$ cat config.mk
export PLATFORM = sky130hd
export DESIGN_NAME = execute_stage_mc
export DESIGN_NICKNAME = d
export VERILOG_FILES = /design/src/rtl/execute_stage_mc.sv
export SDC_FILE = /design/constraint.sdc
export NUM_CORES = 1
export LEC_CHECK = 0
export ABC_AREA = 1
export CORE_MARGIN = 5
export CORE_UTILIZATION = 59
export DETAILED_ROUTE_END_ITERATION = 10
export PLACE_DENSITY_LB_ADDON = 0.3
export SKIP_CTS_REPAIR_TIMING = 1
export SYNTH_ARGS = -nofsm -noshare
export SYNTH_HDL_FRONTEND = slang
export SYNTH_SLANG_ARGS = --single-unit
$ cat constraint.sdc
create_clock -name Clk -period 12.46 [get_ports Clk]
set_input_delay 2.492 -clock Clk [delete_from_list [all_inputs] [get_ports Clk]]
set_output_delay 2.492 -clock Clk [all_outputs]
set_load 0.05 [all_outputs]
$ cat src/rtl/execute_stage_mc.sv
// Execute stage: operand forwarding, ALU, NZCV flags, condition unit,
// iterative shift-add multiplier with stall handshake, and EX/MEM register.
module execute_stage_mc #(
  parameter int unsigned DATA_W   = 32,
  parameter int unsigned REG_AW   = 4,
  parameter int unsigned MUL_BITS = 1
) (
  input  logic              Clk,
  input  logic              reset,
  input  logic              validE,
  input  logic              FlushE,
  input  logic              RegWriteE,
  input  logic              MemWriteE,
  input  logic              MemToRegE,
  input  logic              PCSrcE,
  input  logic              BranchE,
  input  logic              FlagWriteE,
  input  logic              ALUSrcE,
  input  logic [3:0]        ALUControlE,
  input  logic [3:0]        CondE,
  input  logic [1:0]        ForwardAE,
  input  logic [1:0]        ForwardBE,
  input  logic [DATA_W-1:0] dataRegAIn,
  input  logic [DATA_W-1:0] dataRegBIn,
  input  logic [DATA_W-1:0] extIn,
  input  logic [DATA_W-1:0] ResultW,
  input  logic [REG_AW-1:0] WA3E,
  output logic              StallE,
  output logic              BranchTakenE,
  output logic [3:0]        flagsEout,
  output logic [DATA_W-1:0] ALUResultM,
  output logic [DATA_W-1:0] WriteDataM,
  output logic [REG_AW-1:0] WA3M,
  output logic              validM,
  output logic              RegWriteM,
  output logic              MemWriteM,
  output logic              MemToRegM,
  output logic              PCSrcM
);

  localparam int unsigned N         = DATA_W / MUL_BITS;
  localparam int unsigned CNT_W     = (N > 1) ? $clog2(N) : 1;
  localparam int unsigned LAST_BUSY = (N > 1) ? N - 2 : 0;
  localparam logic [CNT_W-1:0] LAST_CNT = CNT_W'(LAST_BUSY);

  localparam logic [3:0] OP_ADD = 4'b0000;
  localparam logic [3:0] OP_SUB = 4'b0001;
  localparam logic [3:0] OP_AND = 4'b0010;
  localparam logic [3:0] OP_ORR = 4'b0011;
  localparam logic [3:0] OP_EOR = 4'b0100;
  localparam logic [3:0] OP_MOV = 4'b0101;
  localparam logic [3:0] OP_MVN = 4'b0110;
  localparam logic [3:0] OP_MUL = 4'b1000;

  typedef enum logic [1:0] {S_IDLE, S_BUSY, S_DONE} state_t;

  state_t              state_q, state_d;
  logic [CNT_W-1:0]    cnt_q, cnt_d;
  logic [DATA_W-1:0]   mcand_q, mcand_d, mulb_q, mulb_d, acc_q, acc_d;
  logic [3:0]          flags_q, flags_d;
  logic [DATA_W-1:0]   alu_result_q, alu_result_d, write_data_q, write_data_d;
  logic [REG_AW-1:0]   wa3_q, wa3_d;
  logic                valid_q, valid_d, reg_write_q, reg_write_d;
  logic                mem_write_q, mem_write_d, mem_to_reg_q, mem_to_reg_d;
  logic                pc_src_q, pc_src_d;

  logic [DATA_W-1:0]   src_a, write_data, src_b, result;
  logic [DATA_W:0]     sum;
  logic                cond_ex, mul_go, start_c, step_c;
  logic                c_new, v_new, upd_nz, upd_cv;

  // Partial product of the multiplicand with one MUL_BITS-wide digit of B.
  function automatic logic [DATA_W-1:0] partial(input logic [DATA_W-1:0] mc,
                                                input logic [MUL_BITS-1:0] dig);
    logic [DATA_W-1:0] s;
    s = '0;
    for (int j = 0; j < int'(MUL_BITS); j++) begin
      if (dig[j]) s = s + (mc << j);
    end
    return s;
  endfunction

  // Operand forwarding muxes and immediate select.
  always_comb begin
    case (ForwardAE)
      2'b01:   src_a = ResultW;
      2'b10:   src_a = alu_result_q;
      default: src_a = dataRegAIn;
    endcase
    case (ForwardBE)
      2'b01:   write_data = ResultW;
      2'b10:   write_data = alu_result_q;
      default: write_data = dataRegBIn;
    endcase
    src_b = ALUSrcE ? extIn : write_data;
  end

  // ARM condition evaluation on the architectural flag register {N,Z,C,V}.
  always_comb begin
    case (CondE)
      4'b0000: cond_ex = flags_q[2];
      4'b0001: cond_ex = ~flags_q[2];
      4'b0010: cond_ex = flags_q[1];
      4'b0011: cond_ex = ~flags_q[1];
      4'b0100: cond_ex = flags_q[3];
      4'b0101: cond_ex = ~flags_q[3];
      4'b0110: cond_ex = flags_q[0];
      4'b0111: cond_ex = ~flags_q[0];
      4'b1000: cond_ex = flags_q[1] & ~flags_q[2];
      4'b1001: cond_ex = ~flags_q[1] | flags_q[2];
      4'b1010: cond_ex = (flags_q[3] == flags_q[0]);
      4'b1011: cond_ex = (flags_q[3] != flags_q[0]);
      4'b1100: cond_ex = ~flags_q[2] & (flags_q[3] == flags_q[0]);
      4'b1101: cond_ex = flags_q[2] | (flags_q[3] != flags_q[0]);
      4'b1110: cond_ex = 1'b1;
      default: cond_ex = 1'b0;
    endcase
  end

  assign mul_go = validE & cond_ex & ~FlushE & ~reset & (ALUControlE == OP_MUL);

  // Multiplier FSM state register.
  always_ff @(posedge Clk or posedge reset) begin
    if (reset) state_q <= S_IDLE;
    else       state_q <= state_d;
  end

  // Multiplier FSM next state.
  always_comb begin
    state_d = state_q;
    case (state_q)
      S_IDLE: if (mul_go) state_d = (N > 1) ? S_BUSY : S_DONE;
      S_BUSY: begin
        if (FlushE)                 state_d = S_IDLE;
        else if (cnt_q == LAST_CNT) state_d = S_DONE;
      end
      default: state_d = S_IDLE;
    endcase
  end

  // Multiplier FSM outputs: stall while the start cycle and BUSY are in progress.
  always_comb begin
    StallE  = 1'b0;
    start_c = 1'b0;
    step_c  = 1'b0;
    case (state_q)
      S_IDLE: begin
        start_c = mul_go;
        StallE  = mul_go;
      end
      S_BUSY: begin
        StallE = 1'b1;
        step_c = ~FlushE;
      end
      default: ;
    endcase
  end

  // Shift-add datapath; the first digit is retired on the start edge so the
  // stall lasts exactly N cycles.
  always_comb begin
    mcand_d = mcand_q;
    mulb_d  = mulb_q;
    acc_d   = acc_q;
    cnt_d   = cnt_q;
    if (start_c) begin
      acc_d   = partial(src_a, src_b[MUL_BITS-1:0]);
      mcand_d = src_a << MUL_BITS;
      mulb_d  = src_b >> MUL_BITS;
      cnt_d   = '0;
    end else if (step_c) begin
      acc_d   = acc_q + partial(mcand_q, mulb_q[MUL_BITS-1:0]);
      mcand_d = mcand_q << MUL_BITS;
      mulb_d  = mulb_q >> MUL_BITS;
      cnt_d   = cnt_q + CNT_W'(1);
    end
  end

  // ALU result and candidate flag values.
  always_comb begin
    sum    = '0;
    result = '0;
    c_new  = flags_q[1];
    v_new  = flags_q[0];
    upd_nz = 1'b0;
    upd_cv = 1'b0;
    case (ALUControlE)
      OP_ADD: begin
        sum    = {1'b0, src_a} + {1'b0, src_b};
        result = sum[DATA_W-1:0];
        c_new  = sum[DATA_W];
        v_new  = (src_a[DATA_W-1] == src_b[DATA_W-1]) && (result[DATA_W-1] != src_a[DATA_W-1]);
        upd_nz = 1'b1;
        upd_cv = 1'b1;
      end
      OP_SUB: begin
        sum    = {1'b0, src_a} + {1'b0, ~src_b} + (DATA_W+1)'(1);
        result = sum[DATA_W-1:0];
        c_new  = sum[DATA_W];
        v_new  = (src_a[DATA_W-1] != src_b[DATA_W-1]) && (result[DATA_W-1] != src_a[DATA_W-1]);
        upd_nz = 1'b1;
        upd_cv = 1'b1;
      end
      OP_AND: begin result = src_a & src_b; upd_nz = 1'b1; end
      OP_ORR: begin result = src_a | src_b; upd_nz = 1'b1; end
      OP_EOR: begin result = src_a ^ src_b; upd_nz = 1'b1; end
      OP_MOV: begin result = src_b;         upd_nz = 1'b1; end
      OP_MVN: begin result = ~src_b;        upd_nz = 1'b1; end
      OP_MUL: begin
        result = (state_q == S_DONE) ? acc_q : '0;
        upd_nz = 1'b1;
      end
      default: ;
    endcase
  end

  // Flag register update at instruction retire.
  always_comb begin
    flags_d = flags_q;
    if (validE & cond_ex & FlagWriteE & ~FlushE & ~StallE) begin
      if (upd_nz) flags_d[3:2] = {result[DATA_W-1], (result == '0)};
      if (upd_cv) flags_d[1:0] = {c_new, v_new};
    end
  end

  // EX/MEM next value: bubble on stall, flush or empty slot, else load.
  always_comb begin
    alu_result_d = alu_result_q;
    write_data_d = write_data_q;
    wa3_d        = wa3_q;
    valid_d      = 1'b0;
    reg_write_d  = 1'b0;
    mem_write_d  = 1'b0;
    mem_to_reg_d = 1'b0;
    pc_src_d     = 1'b0;
    if (!(StallE | FlushE | ~validE)) begin
      alu_result_d = result;
      write_data_d = write_data;
      wa3_d        = WA3E;
      valid_d      = 1'b1;
      reg_write_d  = RegWriteE & cond_ex;
      mem_write_d  = MemWriteE & cond_ex;
      mem_to_reg_d = MemToRegE;
      pc_src_d     = PCSrcE & cond_ex;
    end
  end

  // Datapath, flag and EX/MEM registers.
  always_ff @(posedge Clk or posedge reset) begin
    if (reset) begin
      cnt_q        <= '0;
      mcand_q      <= '0;
      mulb_q       <= '0;
      acc_q        <= '0;
      flags_q      <= '0;
      alu_result_q <= '0;
      write_data_q <= '0;
      wa3_q        <= '0;
      valid_q      <= 1'b0;
      reg_write_q  <= 1'b0;
      mem_write_q  <= 1'b0;
      mem_to_reg_q <= 1'b0;
      pc_src_q     <= 1'b0;
    end else begin
      cnt_q        <= cnt_d;
      mcand_q      <= mcand_d;
      mulb_q       <= mulb_d;
      acc_q        <= acc_d;
      flags_q      <= flags_d;
      alu_result_q <= alu_result_d;
      write_data_q <= write_data_d;
      wa3_q        <= wa3_d;
      valid_q      <= valid_d;
      reg_write_q  <= reg_write_d;
      mem_write_q  <= mem_write_d;
      mem_to_reg_q <= mem_to_reg_d;
      pc_src_q     <= pc_src_d;
    end
  end

  assign BranchTakenE = BranchE & cond_ex & validE & ~StallE;
  assign flagsEout    = flags_q;
  assign ALUResultM   = alu_result_q;
  assign WriteDataM   = write_data_q;
  assign WA3M         = wa3_q;
  assign validM       = valid_q;
  assign RegWriteM    = reg_write_q;
  assign MemWriteM    = mem_write_q;
  assign MemToRegM    = mem_to_reg_q;
  assign PCSrcM       = pc_src_q;

endmodule

==> flow_metrics.env, run 1 <==
export IMPL_status="completed"
export IMPL_yosysTopAreaCell="dfrtp_1"
export IMPL_numCtsBuffers=17
export IMPL_core_area_sq_mm=0.0298
export IMPL_cp_slowest_stage_delay_ps=810
export IMPL_worstReg2RegEnd="flagsEout[2]$_DFFE_PP0P_"
export IMPL_avgViaCountPerCell=6.34
export IMPL_r2r_cells=22
export IMPL_setup_worst_path_start_class="primary input"
export IMPL_tightest_slew_ps=1270
export IMPL_grt_first_pass_wirelength_um=113000
export IMPL_hpwlAfterDp_um=58000
export IMPL_grt_usage_pct=42.8
export IMPL_fp_row_count=63
export IMPL_syn_avg_cell_area_sq_um=6.40
export IMPL_layout_drive_gt1_share_pct=4.47
export IMPL_rsz0062_at_grt="false"
export IMPL_crit_type="primary input to output port"
export IMPL_yosysTopAreaCellShare_pct=24.9
export IMPL_tns_ps=0
export IMPL_wl_per_cell_um=22.5
export IMPL_final_cells=3347
export IMPL_syn_area_sq_mm=0.0179
export IMPL_syn_num_nets=3085
export IMPL_hold_viol=0
export IMPL_globalplace_congestion=1.07
export IMPL_p_total_mw=2.76
export IMPL_yosysSeqAreaShare_pct=24.9
export IMPL_rrSetupSlack_ps=7910
export IMPL_totalWireLength_um=75300
export IMPL_cts_buffer_depth=2
export IMPL_grt_ovfl_total=0
export IMPL_timing_critical_path_to="StallE"
export IMPL_crit_family="buffers and inverters"
export IMPL_drv_slew=0
export IMPL_crit_path_end_kind="output port"
export IMPL_htree_levels=4
export IMPL_dr_pass1_iters=8
export IMPL_place_ws_ps=4420
export IMPL_clkSlewWorstSetupHoldPaths_ps=70
export IMPL_crit_chain="clkdlybuf4s50_1, inv_1, or2_1, o21ai_1, nand2_1, nand2_1, nor2_2, nand2_2, nand4_4, inv_2, nor2_1, inv_1, clkdlybuf4s50_1"
export IMPL_required_ps=9970
export IMPL_ys_warnings_count=0
export IMPL_cts_sinks=178
export IMPL_cts_root_buf="clkbuf_16"
export IMPL_ir_drop_v=0.000135
export IMPL_period_needed_ps=8130
export IMPL_clock_fmax_mhz=123
export IMPL_pwr_density_cell_mw_per_mm2=133
export IMPL_synth_cell_types=62
export IMPL_worstSetupPathDepth=13
export IMPL_ioPinCount=234
export IMPL_holdCritPathClass="register to register"
export IMPL_drc=0
export IMPL_first_global_vias=19869
export IMPL_fin_ws_ps=4330
export IMPL_chipHeight_um=184
export IMPL_drt_first_iter_violations=3104
export IMPL_cp_max_fo=31
export IMPL_ant_nets=0
export IMPL_worst_path_buf_inv=5
export IMPL_ys_ff_latch=178
export IMPL_grt_max_degree=107
export IMPL_startpoint="CondE[0]"
export IMPL_setup_viol=0
export IMPL_max_slew_margin_pct=14.5
export IMPL_dr_total_vias=21216
export IMPL_crit_path_top_delay_cell="clkdlybuf4s50_1"
export IMPL_fin_skew_ps=10.5
export IMPL_nets=3235
export IMPL_hold_slack_ps=485
export IMPL_synth_cells=2791
export IMPL_timing_rr_start="ALUResultM[12]$_DFFE_PP0P_"
export IMPL_dieArea_sq_mm=0.0339
export IMPL_die_w_um=184
export IMPL_portBuffers=233
export IMPL_start_util_pct=60.0
export IMPL_nFillCells=2471
export IMPL_clk_latency_ps=470
export IMPL_grt_antenna_before_repair=3
export IMPL_dp_cells=3312
export IMPL_finalCritPeriodShare_pct=65.2
export IMPL_arrival_ps=5630
export IMPL_cellLeakagePower_nw=10.6
export IMPL_cts_tree="yes"
export IMPL_synth_area_top_cells="dfrtp_1 25%, nand2_1 16%, ha_1 9.5%, inv_1 7.8%, nand3_1 5.8%"
export IMPL_area_growth_pct=16.2
export IMPL_cap_violations=0
## routing by layer
layer  up-vias  GRT usage [%]  routed length (um)
li1       9454              -                   -
met1      9715           59.0               28800
met2      1773           63.3               31500
met3       274           12.1               11500
met4         0           17.8                3530
met5         -              0                   0
## kinds of logic after synthesis
| family | after synthesis | share of synthesized area, % |
|---|---|---|
| simple gates | 1361 | 32.1 |
| compound gates | 562 | 19.1 |
| buf+inv | 512 | 12.1 |
| flops | 178 | 24.9 |
| fa+ha+maj | 139 | 9.86 |
| xor+xnor | 35 | 1.72 |
| mux | 4 | 0.224 |
## flip-flops by register name, summed over array words and instances (netlist names)
signal,count
ALUResultM,32
WriteDataM,32
acc_q,32
mcand_q,31
mulb_q,31
cnt_q,5
WA3M,4
flagsEout,4
state_q,2
MemToRegM,1
MemWriteM,1
PCSrcM,1
RegWriteM,1
validM,1
## Yosys cell counts, drive strengths merged
cell / n
dfrtp: 178
nor3: 19
o211a: 1
buf: 81
clkinv: 1
a21boi: 4
o31ai: 1
a221o: 21
ha: 136
xor2: 22
nand3: 217
inv: 386
a21o: 8
a221oi: 9
a2111oi: 6
fa: 3
nor2: 263
a21oi: 180
nand2: 791
o21a: 11
and3: 2
a31oi: 7
a22oi: 39
a211oi: 5
clkbuf: 44
nand3b: 4
o22ai: 29
o221ai: 25
a22o: 6
or2: 19
o21ai: 188
and2: 1
xnor2: 13
o21bai: 9
o211ai: 12
mux2i: 4
nor4: 8
o311ai: 1
nand4: 37
## worst min-delay path by stage
stage | end | from | depth (start not counted) | slack [ps]
3_3_place_gp | WriteDataM[16]$_DFFE_PP0P_ | WriteDataM[16]$_DFFE_PP0P_ | 2 | 460
5_1_grt | WriteDataM[2]$_DFFE_PP0P_ | WriteDataM[2]$_DFFE_PP0P_ | 2 | 510
3_5_place_dp | WriteDataM[29]$_DFFE_PP0P_ | WriteDataM[29]$_DFFE_PP0P_ | 2 | 460
2_1_floorplan | acc_q[0]$_DFFE_PP0P_ | acc_q[0]$_DFFE_PP0P_ | 2 | 450
6_report | WriteDataM[29]$_DFFE_PP0P_ | WriteDataM[29]$_DFFE_PP0P_ | 2 | 480
4_1_cts | WriteDataM[29]$_DFFE_PP0P_ | WriteDataM[29]$_DFFE_PP0P_ | 2 | 480
## area by class of cell
class                   count  area, sq um  share of cell area (%)
multi-input cells        2101        11300                    54.3
flip-flops and latches    178         4450                    21.4
repair buffers            256         2500                    12.1
clock inverters            14          131                   0.633
inverters                 387         1470                    7.07
clock buffers              18          439                    2.11
well taps                 390          488                    2.35
diodes                      3         7.51                  0.0362
## through the flow
stage / utilization (%) / cell area (sq um)
floorplan: - / 17900
CTS: 69.7 / 20800
detailed placement: 67.8 / 20200
finish: 69.7 / 20800
global placement: 67.8 / 20200
global route: 69.7 / 20800
## cell usage in the layout, fill, tap and decap left out, types with 21 or more instances in the layout
master / netlist / final
xor2_1: 22 / 22
o21ai_0: 172 / 172
inv_1: 372 / 371
o221ai_1: 25 / 25
a221o_1: 21 / 21
nor2_1: 257 / 256
o22ai_1: 29 / 29
dfrtp_1: 178 / 178
a21oi_1: 177 / 177
buf_4: 18 / 23
clkdlybuf4s50_1: 0 / 233
ha_1: 136 / 136
nand4_1: 36 / 36
a22oi_1: 39 / 39
nand3_1: 206 / 206
nand2_1: 776 / 775
## power breakdown
group	total [mW]	internal, mW	switching, mW
clock	0.554	0.271	0.283
sequential	0.810	0.694	0.116
combinational	1.40	0.446	0.952
## worst reg2reg max path: stages, from the launching register on
cell and delay (ps):
dfrtp_1 380, inv_1 100, o22ai_1 260, mux2i_1 130, nand2_1 80, o21ai_0 360
ha_1 520, inv_2 160, nand2_1 120, nor3_1 530, nand3_1 160, nand2_1 250
nand2_1 170, a21o_1 200, a21oi_1 130, nor2_1 60, nor2_1 270, nand2_1 150
inv_1 100, nand4_1 100, nor2_1 120, nand2_1 70, nand2_1 50
(Power assumes the default switching activity.)
==> inputs of run 2 (changes only) <==
--- a/config.mk
+++ b/config.mk
@@ -7,7 +7,7 @@
 export LEC_CHECK = 0
 export ABC_AREA = 1
 export CORE_MARGIN = 5
-export CORE_UTILIZATION = 59
+export CORE_UTILIZATION = 52
 export DETAILED_ROUTE_END_ITERATION = 10
 export PLACE_DENSITY_LB_ADDON = 0.3
 export SKIP_CTS_REPAIR_TIMING = 1
==> constraint.sdc (replaced) <==
create_clock -name Clk -period 7.3 [get_ports Clk]
set_input_delay 1.46 -clock Clk [delete_from_list [all_inputs] [get_ports Clk]]
set_output_delay 1.46 -clock Clk [all_outputs]
set_load 0.05 [all_outputs]
==> flow_metrics.env, run 2 (synthesis results as in run 1) <==
export IMPL_nFillCells=3154
export IMPL_hold_slack_ps=486
export IMPL_final_cells=3419
export IMPL_setup_viol=0
export IMPL_crit_path_top_delay_cell="o21ai_0"
export IMPL_ant_nets=0
export IMPL_worst_path_buf_inv=5
export IMPL_hold_viol=0
export IMPL_crit_type="primary input to register"
export IMPL_regArea_sq_mm=0.00445
export IMPL_p_switching_mw=2.28
export IMPL_clock_fmax_mhz=147
export IMPL_final_cell_mix="775 x nand2_1, 371 x inv_1, 256 x nor2_1"
export IMPL_dp_cells=3386
export IMPL_drv_slew=0
export IMPL_pwr_density_cell_mw_per_mm2=227
export IMPL_cts_buffer_depth=2
export IMPL_period_needed_ps=6790
export IMPL_start_util_pct=53.0
export IMPL_layout_drive_gt1_share_pct=4.98
export IMPL_status="completed"
export IMPL_numCtsBuffers=17
export IMPL_tightest_slew_ps=1280
export IMPL_cts_root_buf="clkbuf_16"
export IMPL_final_area_sq_mm=0.0210
export IMPL_crit_path_end_kind="register"
export IMPL_place_ws_ps=457
export IMPL_internal_power_mw=2.48
export IMPL_cellLeakagePower_nw=10.7
export IMPL_drc=0
export IMPL_max_slew_margin_pct=13.9
export IMPL_dieArea_sq_mm=0.0382
export IMPL_pwr_share_clk_pct=20.8
export IMPL_cts_tree="yes"
export IMPL_cts_sinks=178
export IMPL_arrival_ps=7180
export IMPL_crit_family="compound AO/OA/AOI/OAI gates"
export IMPL_multi_input_area_sq_mm=0.0113
export IMPL_die_w_um=195
export IMPL_drt_first_iter_violations=2619
export IMPL_grt_ovfl_total=0
export IMPL_setup_worst_path_start_class="primary input"
export IMPL_rsz0062_at_grt="false"
export IMPL_wl_per_cell_um=22.3
export IMPL_dr_total_vias=20603
export IMPL_core_area_sq_mm=0.0337
export IMPL_tns_ps=0
export IMPL_finalCritPeriodShare_pct=93.0
export IMPL_p_total_mw=4.76
export IMPL_nets=3251
export IMPL_switching_share_pct=48.0
export IMPL_portBuffers=233
export IMPL_first_global_vias=18993
export IMPL_chipHeight_um=195
export IMPL_cap_violations=0
export IMPL_dpl_cell_area_sq_mm=0.0204
export IMPL_p_comb_share_pct=50.4
export IMPL_crit_chain="clkdlybuf4s50_1, inv_1, ha_1, inv_2, o21ai_0, inv_1, ha_1, inv_1, a21oi_1, o21ai_0, a21oi_1, nor2_1, a211oi_1, nand3_1, nand3_1, nand2_1, nor2_1, nand4_1, nor2_1, nand2_1, nand2_1"
export IMPL_fin_skew_ps=18.2
export IMPL_dr_pass1_iters=9
export IMPL_globalplace_congestion=1.07
export IMPL_pwr_share_seq_pct=28.9
export IMPL_holdCritPathClass="register to register"
export IMPL_grt_first_pass_wirelength_um=113000
export IMPL_ir_drop_v=0.000232
export IMPL_clkSlewWorstSetupHoldPaths_ps=80
export IMPL_htree_levels=4
export IMPL_area_growth_pct=17.5
export IMPL_required_ps=7690
export IMPL_cp_slowest_stage_delay_ps=1130
export IMPL_final_util_pct=62.3
export IMPL_ioPinCount=234
export IMPL_fp_row_count=67
export IMPL_cp_max_fo=53
export IMPL_grt_usage_pct=38.0
export IMPL_layout_commonest_cell="nand2_1"
export IMPL_grt_antenna_before_repair=0
export IMPL_grt_max_degree=77
export IMPL_totalWireLength_um=76200
export IMPL_fin_ws_ps=511
export IMPL_hpwlAfterDp_um=59400
export IMPL_avgViaCountPerCell=6.03
export IMPL_clk_latency_ps=470
run 2: cell count changes in the layout (fill, tap and decap cells not counted), sizes merged, moves of 2 or more:
cell,delta
clkinv,+3
inv,-3
buf,+16
bufinv,+2
diode,-2
run 2: layer usage:
layer	global-route usage, %	part of all wire (%)	vias up	wire length [um]
li1	-	-	9483	-
met1	55.9	43	9549	32600
met2	55.7	41	1438	31500
met3	9.75	13	133	10200
met4	9.44	2.4	0	1830
met5	0	0	-	0
run 2: cell type report:
| type | instances | share of cell area [%] |
|---|---|---|
| Antenna cell | 1 | 0.0119 |
| Clock buffer | 17 | 2.03 |
| Clock inverter | 15 | 0.900 |
| Inverter | 387 | 6.99 |
| Multi-Input combinational cell | 2101 | 53.7 |
| Sequential cell | 178 | 21.2 |
| Tap cell | 448 | 2.67 |
| Timing Repair Buffer | 272 | 12.5 |
run 2: worst paths after layout:
kind,start,end,slack (ps),cells after the start
max in group asynchronous,reset,acc_q[27]$_DFFE_PP0P_,4580,3
max,ForwardAE[0],flagsEout[2]$_DFFE_PP0P_,510,21
min in group asynchronous,reset,acc_q[6]$_DFFE_PP0P_,1490,2
min reg2reg,WriteDataM[25]$_DFFE_PP0P_,WriteDataM[25]$_DFFE_PP0P_,490,2
min,WriteDataM[25]$_DFFE_PP0P_,WriteDataM[25]$_DFFE_PP0P_,490,2
max reg2reg,ALUResultM[19]$_DFFE_PP0P_,flagsEout[2]$_DFFE_PP0P_,2650,18
run 2: power by group through the flow:
stage          logic [mW]  registers [mW]  clock network [mW]
3_3_place_gp         2.27            1.37                   0
3_5_place_dp         2.31            1.38                   0
4_1_cts              2.33            1.36               0.994
2_1_floorplan        1.34            1.56                   0
6_report             2.40            1.37               0.989
5_1_grt              2.58            1.39                1.04
run 2: tightest hold or removal path, cell delays in order, from the launching register on:
cell and delay [ps]:
dfrtp_1 350, nand2_1 50, nand2_1 50
